$ cat src/rtl/branch_cmp_seq.sv
// branch_cmp_seq: multi-cycle RISC-V branch comparator.
// Compares latched operands one SLICE-bit slice per cycle, most significant
// slice first, and stops at the first slice that differs. Signed compares
// are turned into unsigned ones by flipping the operand sign bits on accept.
module branch_cmp_seq #(
  parameter int WIDTH  = 32,
  parameter int SLICE  = 8,
  parameter int NSLICE = WIDTH / SLICE
) (
  input  logic             clk,
  input  logic             rst,
  input  logic             flush,
  input  logic             in_valid,
  output logic             in_ready,
  input  logic [WIDTH-1:0] src1,
  input  logic [WIDTH-1:0] src2,
  input  logic [2:0]       funct3,
  output logic             out_valid,
  input  logic             out_ready,
  output logic             br_eq,
  output logic             br_lt,
  output logic             taken,
  output logic             bad_op
);

  localparam int IDXW = (NSLICE > 1) ? $clog2(NSLICE) : 1;
  localparam logic [IDXW-1:0]  IDX_TOP  = IDXW'(NSLICE - 1);
  localparam logic [IDXW-1:0]  IDX_ZERO = IDXW'(0);
  localparam logic [IDXW-1:0]  IDX_ONE  = IDXW'(1);
  localparam logic [WIDTH-1:0] MSB_MASK = {1'b1, {(WIDTH-1){1'b0}}};

  typedef enum logic [1:0] {
    IDLE = 2'd0,
    CMP  = 2'd1,
    DONE = 2'd2
  } state_t;

  state_t            state_r;
  logic [WIDTH-1:0]  a_r;
  logic [WIDTH-1:0]  b_r;
  logic [2:0]        f3_r;
  logic [IDXW-1:0]   idx_r;

  logic [SLICE-1:0]  sa_s;
  logic [SLICE-1:0]  sb_s;
  logic              diff_s;
  logic              lt_s;
  logic              last_s;

  // Branch decision from the final eq/lt result; illegal funct3 never branches.
  function automatic logic calc_taken(input logic [2:0] f3, input logic eq, input logic lt);
    logic t;
    case (f3)
      3'b000:  t = eq;
      3'b001:  t = ~eq;
      3'b100:  t = lt;
      3'b101:  t = ~lt;
      3'b110:  t = lt;
      3'b111:  t = ~lt;
      default: t = 1'b0;
    endcase
    return t;
  endfunction

  // funct3 010 and 011 are not branch encodings.
  function automatic logic calc_bad(input logic [2:0] f3);
    return (f3[2:1] == 2'b01);
  endfunction

  // Select and compare the current slice of the latched operands.
  always_comb begin
    sa_s   = a_r[int'(idx_r) * SLICE +: SLICE];
    sb_s   = b_r[int'(idx_r) * SLICE +: SLICE];
    diff_s = (sa_s != sb_s);
    lt_s   = (sa_s < sb_s);
    last_s = (idx_r == IDX_ZERO);
  end

  // Control FSM with registered handshake and result outputs.
  always_ff @(posedge clk) begin
    if (rst) begin
      state_r   <= IDLE;
      in_ready  <= 1'b1;
      out_valid <= 1'b0;
      br_eq     <= 1'b0;
      br_lt     <= 1'b0;
      taken     <= 1'b0;
      bad_op    <= 1'b0;
      idx_r     <= IDX_TOP;
      a_r       <= {WIDTH{1'b0}};
      b_r       <= {WIDTH{1'b0}};
      f3_r      <= 3'b000;
    end else if (flush) begin
      // Abort whatever is in flight; the result registers keep their values.
      state_r   <= IDLE;
      in_ready  <= 1'b1;
      out_valid <= 1'b0;
      idx_r     <= IDX_TOP;
    end else begin
      case (state_r)
        IDLE: begin
          if (in_valid) begin
            // Flipping the sign bit maps signed order onto unsigned order.
            a_r      <= funct3[1] ? src1 : (src1 ^ MSB_MASK);
            b_r      <= funct3[1] ? src2 : (src2 ^ MSB_MASK);
            f3_r     <= funct3;
            idx_r    <= IDX_TOP;
            in_ready <= 1'b0;
            state_r  <= CMP;
          end else begin
            in_ready <= 1'b1;
            state_r  <= IDLE;
          end
        end
        CMP: begin
          if (diff_s || last_s) begin
            br_eq     <= ~diff_s;
            br_lt     <= diff_s & lt_s;
            taken     <= calc_taken(f3_r, ~diff_s, diff_s & lt_s);
            bad_op    <= calc_bad(f3_r);
            out_valid <= 1'b1;
            state_r   <= DONE;
          end else begin
            idx_r   <= idx_r - IDX_ONE;
            state_r <= CMP;
          end
        end
        DONE: begin
          if (out_ready) begin
            out_valid <= 1'b0;
            in_ready  <= 1'b1;
            state_r   <= IDLE;
          end else begin
            state_r <= DONE;
          end
        end
        default: begin
          state_r   <= IDLE;
          in_ready  <= 1'b1;
          out_valid <= 1'b0;
          idx_r     <= IDX_TOP;
        end
      endcase
    end
  end

endmodule

$ cat config.mk
export PLATFORM = sky130hd
export DESIGN_NAME = branch_cmp_seq
export DESIGN_NICKNAME = d
export VERILOG_FILES = /design/src/rtl/branch_cmp_seq.sv
export SDC_FILE = /design/constraint.sdc
export NUM_CORES = 1
export LEC_CHECK = 0
export CELL_PAD_IN_SITES_DETAIL_PLACEMENT = 1
export CELL_PAD_IN_SITES_GLOBAL_PLACEMENT = 2
export CORE_MARGIN = 4
export CORE_UTILIZATION = 26
export DETAILED_ROUTE_END_ITERATION = 7
export GPL_TIMING_DRIVEN = 0
export PLACE_DENSITY_LB_ADDON = 0.1
export REMOVE_ABC_BUFFERS = 1
export SYNTH_ARGS = -nofsm -noshare
export SYNTH_HDL_FRONTEND = slang
export SYNTH_SLANG_ARGS = --single-unit
$ cat constraint.sdc
create_clock -name clk -period 2.65 [get_ports clk]
set_input_delay 0.53 -clock clk [delete_from_list [all_inputs] [get_ports clk]]
set_output_delay 0.53 -clock clk [all_outputs]
set_load 0.02 [all_outputs]
# [Word level (Yosys, flattened, before mapping)]
# Cells that the tools add are included.
[classes] bitwise_logic=9 n_shift=2 n_reduce_logical=12 n_mux=16 magnitude_cmp=1 add_sub_neg=1 eq_ne=13
[op_table] operator="$mux W32" n=2
[op_table] operator="$shiftx A32 B6 Y8" n=2
[op_table] operator="$eq A3 B3 Y1 const B" n=4
[op_table] operator="$pmux W2 S3" n=2
[op_table] operator="$reduce_and A3 Y1" n=4
[op_table] operator="$lt A8 B8 Y1" n=1
[op_table] operator="$mux W2" n=4
[op_table] operator="$ne A2 B2 Y1 const B" n=4
[op_table] operator="$ne A8 B8 Y1" n=1
[op_table] operator="$not A1 Y1" n=8
[op_table] operator="$pmux W1 S3" n=2
[op_table] operator="$reduce_or A2 Y1" n=3
[op_table] operator="$mux W1" n=5
[op_table] operator="$eq A2 B1 Y1 const B" n=2
[op_table] operator="$logic_not A2 Y1" n=2
[op_table] operator="$pmux W1 S4" n=1
[op_table] operator="$eq A3 B1 Y1 const B" n=1
[op_table] operator="$logic_not A3 Y1" n=1
[op_table] operator="$eq A2 B2 Y1 const B" n=1
[op_table] operator="$reduce_and A2 Y1" n=1
[op_table] operator="$sub A2 B1 Y2 const B" n=1
[op_table] operator="$and A1 B1 Y1" n=1
[op_table] operator="$logic_or A1 B1 Y1" n=1
[word_totals] elab_cells=65 output_inout_bits=6 regBits=77

# [Longest topological paths before layout]
# Gate-level depths: netlist of run 1.
[logic_depth] word_depth=5 ltp_mapped=9 ltp_nobuf=8

# [Worst setup path after synthesis of run 1]
# Ideal clock, no wire load.
[synth_path] path_kind="flip-flop to flip-flop" start="reg idx_r[0]" end="reg taken" stages_incl_launch_ff=10 slack_ns=0.074 path_buffers=2 t_arrival_ns=2.488 path_cell_list="dfxtp_1 -> buf_2 -> buf_4 -> mux4_2 -> ha_1 -> nand2b_1 -> a2111oi_2 -> a211o_1 -> a21oi_1 -> o31ai_1"
[synth_via] elab_chain_cells=5 word_cells_on_any_way=11
[synth_rtl] element="from (decl)" line="42" source="logic [IDXW-1:0] idx_r;"
[synth_rtl] element="from (signal assigned)" line="124" source="idx_r <= idx_r - IDX_ONE;"
[synth_rtl] element="$shiftx A32 B6 Y8, on equally long branches" line="72, 73"
[synth_rtl] element="$lt A8 B8 Y1 / $ne A8 B8 Y1 (equally long branches)" line="75, 74"
[synth_rtl] element="$and A1 B1 Y1" line="119" source="taken <= calc_taken(f3_r, ~diff_s, diff_s & lt_s);"
[synth_rtl] element="$not A1 Y1" line="57, 59"
[synth_rtl] element="$pmux W1 S4" line="53" source="case (f3)"
[synth_rtl] element="to (signal assigned)" line="119"
[synth_rtl] element="to (decl)" line="22" source="output logic taken,"
# Several ways; a longest one is shown, not always the timed one.
# A chain may end at the register's enable or synchronous reset.

# [Worst setup path in the final report of run 1]
# Same ends and word-level chain as after synthesis.

==> impl_metrics.yaml, run 1 <==
timing:
  max_slew_margin_pct: 48.29
  grt_setup_unrepaired: "false"
  max_freq_mhz: 399.4
  fin_setup_tns_ns: 0
  worst_slack_ns: 0.1463
  min_period_ns: 2.504
  hold_viol: 0
  setup-violations-final: 0
  final.period_utilization_pct: 94.48
  slew_violations: 0
  fin_skew_ns: 0.002998
  hold_slack_ns: 0.4506
  worstMarginPinSlew_ns: 0.7756
critical_path:
  startpoint_type: "flop"
  ff2ff_path_depth: 9
  end_kind: "flop"
  cp_max_fo: 10
  cpPeakStageDelay_ns: 0.52
  path_class: "flop to flop"
  cp_data_required_time_ns: 2.90
  cp_cell_sequence: "buf_12 -> mux4_2 -> inv_1 -> ha_1 -> nand2b_1 -> a2111oi_2 -> a211o_1 -> a21oi_1 -> o31ai_1"
  reg2reg_to: "taken"
  worstPathArrival_ns: 2.75
  r2r-start: "idx_r[0]"
  critical-path-slowest-cell: "mux4_2"
  rrSetupSlack_ns: 0.15
pwr:
  p_int_w: 0.002100
  cellPowerDensity_mw_per_mm2: 593.3
  power_frac_comb_pct: 13.8
  p_leak_nw: 1.663
  swShare_pct: 23.89
  ir_worst_vdd_v: 0.0002904
  power_frac_clock_pct: 41.3
  switching_power_w: 0.0006594
  power.total_w: 0.002760
  p_seq_share_pct: 44.9
synthesis:
  ys_types: 39
  yosysTopAreaCell: "dfxtp_1"
  yosysSeqAreaShare_pct: 44.93
  async_flop_share_pct: 0
  syn_avg_cell_area_um2: 8.577
  synth_area_mm2: 0.003431
  synthMuxAreaShare_pct: 10.80
  synthDominantCellAreaShare_pct: 44.93
  synth-edff-count: 0
  ys_ff_latch: 77
  yosys_warnings: 0
  ys.flop_type: "dfxtp_1"
  yosys-top-cells-count: "nand2_1, dfxtp_1, a21oi_1, mux4_2"
  synthXorXnorAreaFrac_pct: 0.5106
  netlist_instances: 400
  yosys.area_share.simple_pct: 21.37
  synth_area_leaders: "dfxtp_1, nand2_1, a21oi_1"
  synth_most_common_cell: "nand2_1"
  synth_top_family_by_area: "simple AND/OR/NAND/NOR gates"
  synth-compound-area-share_pct: 13.46
  synth_fa_ha_area_share_pct: 3.282
clock_network:
  clk_latency_ns: 0.33
  htree_levels: 3
  path_clk_slew_ns: 0.06
  cts_tree: "yes"
  numCtsBuffers: 9
  clockBufferDepth: 2
  clkSinkCount: 77
  root_buffer: "clkbuf_16"
detailed_routing:
  vias: 2899
  wl_um: 9102
  drtIter0Drc: 103
  drc_errors: 0
  wire_per_inst_um: 14.13
  detail_route.vias_per_cell: 4.502
  drt.antenna.violating_nets: 0
  firstDrtPassIters: 4
place:
  place_inst: 624
  place_congestion: 0.7173
  dp.final_hpwl_um: 6275
  port_buffers: 77
  place_ws_ns: -0.8969
worst_hold_path:
  worst_hold_path.num_cells: 2
  worstHoldEndpoint: "b_r[13]"
  hp-start: "b_r[13]"
  hold_class: "flop to flop"
floorplan:
  die_h_um: 122.9
  core-area_mm2: 0.01277
  io-pin-count: 78
  die_area_mm2: 0.01510
  die_x_um: 122.9
  rows: 41
  floorplan.initialDensity_pct: 26.86
global_routing:
  grt_pass1_wl_um: 14940
  grt_start_max_net_pins: 68
  grtUsageTotal_pct: 12.89
  antenna_found_initial: 0
  grt_pass1_vias: 2983
  grt_overflow: 0
final_layout:
  synthToLayoutAreaGrowth_pct: 35.59
  nets: 548
  diodes: 0
  drive_gt1_share_pct: 9.746
  fin_cells: 644
  fillCellCount: 1493
outcome:
  status: "completed"
flow_run:
  cap_violations: 0
## kinds of logic after synthesis
logic type,count (synthesis)
buf+inv,38
mux,17
simple gates,171
fa+ha+maj,9
compound gates,86
xor+xnor,2
flops,77
## critical path, delay by kind of cell (launching register included)
kind	cells	cell delay, ns
AOI/OAI and AO/OA	4	0.86
and+or+nand+nor	1	0.16
DFF	1	0.38
muxes	1	0.52
adders and majority gates	1	0.24
buffers and inverters	2	0.24
## power groups by stage
stage	sequential (W)	clock, W	combinational (W)
2_1_floorplan	0.00126	0	0.000173
4_1_cts	0.00124	0.00118	0.000373
6_report	0.00124	0.00114	0.000381
3_3_place_gp	0.00127	0	0.000362
5_1_grt	0.00125	0.00122	0.000426
3_5_place_dp	0.00127	0	0.000368
## per-layer routing
metal,track usage [%],wire (µm)
met5,0,0
met4,5.038,133
met2,20.46,4322
met1,16.54,4233
met3,3.687,413
## cell type report
class	instances	area [µm²]	area share, %
inverters	11	41.29	0.8876
clock buffers	15	267.8	5.756
clock inverters	1	5.005	0.1076
repair buffers	83	860.8	18.50
flip-flops and latches	77	1549	33.30
well taps	172	215.2	4.626
multi-input cells	285	1713	36.82
## per-stage QoR
step | utilization, % | cell area, µm²
3_5_place_dp | 33.67 | 4300
5_1_grt | 36.42 | 4652
6_report | 36.42 | 4652
2_1_floorplan | - | 3278
4_1_cts | 36.17 | 4621
3_3_place_gp | 33.38 | 4264
## sequential cells by signal, indices dropped and copies added, names as in the netlist
signal     count
a_r           32
b_r           32
f3_r           3
idx_r          2
state_r        2
bad_op         1
br_eq          1
br_lt          1
in_ready       1
out_valid      1
taken          1
## what timing repair did
action	CTS	global route
pin swaps	0	2
setup endpoints to repair	9	7
setup buffers	2	2
gates resized for setup	4	2
hold buffers	0	0
endpoints found under the hold margin	0	0
## worst max-delay path by stage
stage	to	slack (ns)	start
global placement	out_valid	-1.25	rst
global route	taken	0.003	idx_r[0]
detailed placement	taken	-0.90	idx_r[0]
floorplan	taken	-0.13	idx_r[0]
finish	taken	0.15	idx_r[0]
CTS	taken	0.007	idx_r[0]
## placed cells by master, fill, tap and decap left out, types with 2 or more instances in the layout
| cell | instances |
|---|---|
| nand2_1 | 142 |
| clkdlybuf4s50_1 | 76 |
| dfxtp_1 | 75 |
| a21oi_1 | 73 |
| mux4_2 | 16 |
| inv_1 | 11 |
| ha_1 | 9 |
| clkbuf_16 | 9 |
| nor2_1 | 5 |
| o21ai_0 | 5 |
| nand4_1 | 4 |
| clkbuf_1 | 4 |
| buf_12 | 4 |
| nand2b_4 | 2 |
| a21boi_0 | 2 |
| nand2b_1 | 2 |
| nor4_1 | 2 |
| nand3b_1 | 2 |
| xnor2_1 | 2 |
| nand4b_1 | 2 |
| clkbuf_8 | 2 |
| dfxtp_4 | 2 |
| buf_4 | 2 |
No activity file was read; power rests on OpenSTA's default activity.
==> run 2: changes to the inputs <==
Settings changed: CORE_UTILIZATION 26 to 27, CTS_BUF_LIST set to sky130_fd_sc_hd__clkbuf_4.
==> run 2 against run 1 <==
  * Clock skew up 0.019 ns
  * Wire length up 0.35%
  * First-iteration DRC count up 27%
  * Via count up 1.0%
  * Sequential power about the same
  * Critical endpoint unchanged
  * Final cell count unchanged
  * Combinational power about the same
==> impl_metrics.yaml, run 2 (synthesis gave the netlist of run 1 again) <==
final_layout:
  final_common_cell: "nand2_1"
  mostFrequentLayoutCells: "nand2_1, clkdlybuf4s50_1, dfxtp_1, a21oi_1, mux4_2"
  drive_gt1_share_pct: 10.92
  diodes: 0
  nets: 553
  post-route-util_pct: 36.89
  seqCellArea_mm2: 0.001549
  reg_top3: "a_r (32), b_r (32), f3_r (3)"
  multi_input_area_mm2: 0.001717
  fillCellCount: 1471
  synthToLayoutAreaGrowth_pct: 31.29
floorplan:
  die_area_mm2: 0.01457
  io-pin-count: 78
  die_x_um: 120.7
  floorplan.initialDensity_pct: 28.09
  die_h_um: 120.7
  rows: 40
  core-area_mm2: 0.01221
outcome:
  status: "completed"
critical_path:
  cp_cell_sequence: "buf_12 -> buf_4 -> mux4_2 -> ha_1 -> nand4_1 -> buf_4 -> a211o_1 -> nor2b_1 -> o31ai_1"
  crit_cells: 9
  ff2ff_path_depth: 9
  crit_top_cell: "buf_4"
  worstPathArrival_ns: 2.88
  cp_data_required_time_ns: 3.01
  startpoint_type: "flop"
  end_kind: "flop"
  path_class: "flop to flop"
  crit_buf_inv: 3
  crit_family: "compound AO/OA/AOI/OAI gates"
  cp_max_fo: 11
  critical-path-slowest-cell: "mux4_2"
  cpPeakStageDelay_ns: 0.49
clock_network:
  cts_hold_buffers: 0
  cts_tree: "yes"
  clockBufferDepth: 2
  clkSinkCount: 77
  htree_levels: 3
  clk_latency_ns: 0.44
  root_buffer: "clkbuf_4"
  numCtsBuffers: 9
  path_clk_slew_ns: 0.13
global_routing:
  grt_pass1_vias: 3109
  antenna_found_initial: 0
  grt_use_met1_pct: 17.16
  grt_overflow: 0
  grt.met3_usage_pct: 3.789
  grt_pass1_wl_um: 15240
  grt_start_max_net_pins: 75
  grt_use_met2_pct: 21.06
  top_usage_layer: "met2"
  grtUsageTotal_pct: 13.18
timing:
  worstMarginPinSlew_ns: 0.8040
  setup-violations-final: 0
  grt_setup_unrepaired: "false"
  min_period_ns: 2.518
  hold_viol: 0
  max_slew_margin_pct: 46.40
  slew_violations: 0
  max_freq_mhz: 397.2
  fin_skew_ns: 0.02222
  fin_setup_tns_ns: 0
  final.period_utilization_pct: 95.01
detailed_routing:
  drc_errors: 0
  wl_um: 9134
  detail_route.vias_per_cell: 4.547
  drtIter0Drc: 131
  vias: 2928
  firstDrtPassIters: 4
  drt.antenna.violating_nets: 0
  wire_per_inst_um: 14.18
pwr:
  power_frac_clock_pct: 26.9
  p_seq_share_pct: 55.9
  power_frac_comb_pct: 17.2
  switching_power_w: 0.0006040
  cellPowerDensity_mw_per_mm2: 491.9
  p_leak_nw: 1.604
  p_int_w: 0.001612
  swShare_pct: 27.26
  ir_worst_vdd_v: 0.0001953
worst_hold_path:
  worst_hold_path.num_cells: 2
  hold_class: "flop to flop"
place:
  dp.final_hpwl_um: 6124
  port_buffers: 77
  place_congestion: 0.6877
flow_run:
  cap_violations: 0
[run 2: changes by cell type in the layout (fill, tap and decap cells not counted)]
cell,previous run,this run
clkbuf_4,0,11
clkbuf_16,9,0
buf_4,2,9
clkbuf_1,4,0
clkinv_1,0,3
clkbuf_8,2,0
a21oi_1,73,72
a21oi_2,0,1
buf_12,4,3
buf_2,1,0
[run 2: path summary, 6_finish.rpt]
kind | startpoint | endpoint | slack [ns]
min | a_r[3] | a_r[3] | 0.46
max reg2reg | idx_r[0] | taken | 0.13
min reg2reg | a_r[3] | a_r[3] | 0.46
max | idx_r[0] | taken | 0.13
[run 2: worst reg2reg max path, delay by kind of cell, from the launching register on]
kind,cells,cell delay [ns]
AO/OA/AOI/OAI,2,0.54
adder cells (fa/ha/maj),1,0.31
buffers and inverters,3,0.44
flip-flops,1,0.40
multiplexers,1,0.49
AND/OR/NAND/NOR,2,0.26
[run 2: timing repair]
item / 4_1_cts / 5_1_grt
pin swaps: 0 / 3
setup endpoints to repair: 9 / 7
resized for setup: 4 / 3
buffers inserted: 3 / 7
[run 2: cell type report]
class,instances,area share (%)
Multi-Input combinational cell,285,38.11
Sequential cell,77,34.39
Timing Repair Buffer,88,19.72
Tap cell,168,4.667
Clock buffer,11,1.833
Inverter,11,0.9167
Clock inverter,4,0.3611
[run 2: metal layers]
metal  vias up  wire length, µm  share of wire [%]
met5         -                0                  0
met4         0              131                1.4
met3        12              320                3.5
met2        50             4381                 48
met1      1376             4301                 47
li1       1490                -                  -
[run 2: power by group through the flow]
stage                     logic [W]  registers (W)  clock network (W)
final                      0.000381        0.00124           0.000596
after global routing       0.000428        0.00125           0.000676
after CTS                  0.000371        0.00124           0.000627
after detailed placement   0.000365        0.00127                  0
after global placement     0.000362        0.00127                  0
after floorplan            0.000173        0.00126                  0
[run 2: metrics by stage]
| stage | worst slack, ns | cell area, µm² | std cells | power [W] | hold WS (ns) |
|---|---|---|---|---|---|
| floorplan | -0.1300 | 3278 | 373 | 0.001435 | 0.4226 |
| global placement | -1.232 | 4259 | 618 | 0.001630 | 0.4392 |
| detailed placement | -0.8635 | 4278 | 619 | 0.001635 | 0.4476 |
| CTS | -0.01131 | 4432 | 637 | 0.002238 | 0.4650 |
| global route | 0.003896 | 4504 | 644 | 0.002351 | 0.4828 |
| finish | 0.1321 | 4504 | 644 | 0.002216 | 0.4584 |
==> run 3: changes to the inputs <==
Settings changed: CORE_MARGIN 4 to unset.
==> run 3 against run 2 <==
  * Sequential power barely moved
  * Count of clock-buffer cells in the layout did not move
  * Via count fell by 2.2%
  * Clock skew fell by 0.0074 ns
  * Core utilization rose by 0.50 points
  * Sequential share of layout area fell by 0.46 points
  * Critical path type unchanged
  * Largest power group unchanged
==> impl_metrics.yaml, run 3 (synthesis gave the netlist of run 1 again) <==
final_layout:
  reg_top3: "a_r (32), b_r (32), f3_r (3)"
  nets: 549
  fillCellCount: 1476
  mostFrequentLayoutCells: "nand2_1, clkdlybuf4s50_1, dfxtp_1, a21oi_1, mux4_2"
  final_common_cell: "nand2_1"
  drive_gt1_share_pct: 10.57
  synthToLayoutAreaGrowth_pct: 33.08
  post-route-util_pct: 37.39
  diodes: 0
global_routing:
  antenna_found_initial: 0
  grtUsageTotal_pct: 13.86
  grt_start_max_net_pins: 75
  grt_pass1_vias: 2824
  grt_overflow: 0
  grt_pass1_wl_um: 13960
clock_network:
  cts_tree: "yes"
  clkSinkCount: 77
  root_buffer: "clkbuf_4"
  clk_latency_ns: 0.44
  cts_hold_buffers: 0
  path_clk_slew_ns: 0.13
  clockBufferDepth: 2
  htree_levels: 3
  numCtsBuffers: 9
place:
  dp.final_hpwl_um: 5711
  place_congestion: 0.6842
  port_buffers: 77
timing:
  max_freq_mhz: 402.1
  fin_skew_ns: 0.01481
  min_period_ns: 2.487
  worstMarginPinSlew_ns: 0.8254
  final.period_utilization_pct: 93.84
  hold_viol: 0
  slew_violations: 0
  max_slew_margin_pct: 44.97
  grt_setup_unrepaired: "false"
  setup-violations-final: 0
critical_path:
  path_class: "flop to flop"
  crit_buf_inv: 2
  cpPeakStageDelay_ns: 0.51
  r2r-start: "idx_r[0]"
  cp_max_fo: 8
  critical-path-slowest-cell: "mux4_2"
  end_kind: "flop"
  crit_family: "compound AO/OA/AOI/OAI gates"
  startpoint_type: "flop"
  cp_cell_sequence: "buf_12 -> mux4_2 -> inv_1 -> ha_1 -> nand2b_1 -> a2111oi_2 -> a211o_1 -> a21oi_1 -> o31ai_1"
  startpoint: "idx_r[0]"
  worstPathArrival_ns: 2.84
  cp_data_required_time_ns: 3.00
detailed_routing:
  drtIter0Drc: 105
  drt.antenna.violating_nets: 0
  wire_per_inst_um: 13.42
  firstDrtPassIters: 4
  vias: 2864
  detail_route.vias_per_cell: 4.468
  drc_errors: 0
  wl_um: 8603
floorplan:
  rows: 40
  die_h_um: 114.7
  die_area_mm2: 0.01316
  die_x_um: 114.7
  core-area_mm2: 0.01221
  io-pin-count: 78
  floorplan.initialDensity_pct: 28.09
worst_hold_path:
  hp-start: "bad_op"
  hold_class: "flop to flop"
flow_run:
  cap_violations: 0
outcome:
  status: "completed"
pwr:
  ir_worst_vdd_v: 0.0002294
  cellPowerDensity_mw_per_mm2: 552.1
  p_leak_nw: 1.633
  power.total_w: 0.002521
==> run 3: layer usage <==
| metal | vias to the layer above | routed length, µm | track usage, % |
|---|---|---|---|
| met5 | - | 0 | 0 |
| met3 | 7 | 318 | 4.447 |
| met1 | 1325 | 3966 | 16.71 |
| li1 | 1484 | - | - |
| met4 | 0 | 80 | 3.377 |
| met2 | 48 | 4237 | 23.96 |
==> run 3: final timing paths <==
path | to | slack, ns | depth (start not counted)
max | taken | 0.16 | 9
min reg2reg | bad_op | 0.46 | 2
max reg2reg | taken | 0.16 | 9
min | bad_op | 0.46 | 2
==> run 3: stage by stage <==
step,hold WS [ns],instances,worst slack (ns),setup TNS [ns],cell area [µm²]
2_1_floorplan,0.4226,373,-0.1300,-0.3719,3278
3_3_place_gp,0.4398,618,-1.227,-72.50,4259
3_5_place_dp,0.4458,619,-0.8580,-8.744,4278
4_1_cts,0.4634,639,0.009575,0,4539
5_1_grt,0.4723,641,0.001835,0,4566
6_report,0.4588,641,0.1633,0,4566
==> run 3: what timing repair did <==
item,in CTS,in global routing
buffers inserted,4,2
gates resized for setup,5,1
endpoints found under the setup margin,9,8
pin swaps,0,3
==> run 3: where the power goes <==
part	switching [W]	leakage (nW)	internal (W)
sequential	0.0000293	0.628	0.00121
combinational	0.000174	0.906	0.000203
clock	0.000410	0.0985	0.000495
total	0.000614	1.63	0.00191
==> run 3: layout make-up <==
type | instances | area (µm²) | area share [%]
well taps | 168 | 210.2 | 4.604
repair buffers | 84 | 870.8 | 19.07
flip-flops and latches | 77 | 1549 | 33.93
inverters | 11 | 41.29 | 0.9044
clock inverters | 5 | 98.84 | 2.165
clock buffers | 11 | 82.58 | 1.809
multi-input cells | 285 | 1713 | 37.52
==> run 3: worst reg2reg max path, cell delays in order (launching register included) <==
cell and delay (ns):
dfxtp_4 0.43, buf_12 0.16, mux4_2 0.51, inv_1 0.07
ha_1 0.23, nand2b_1 0.16, a2111oi_2 0.30, a211o_1 0.21
a21oi_1 0.09, o31ai_1 0.23
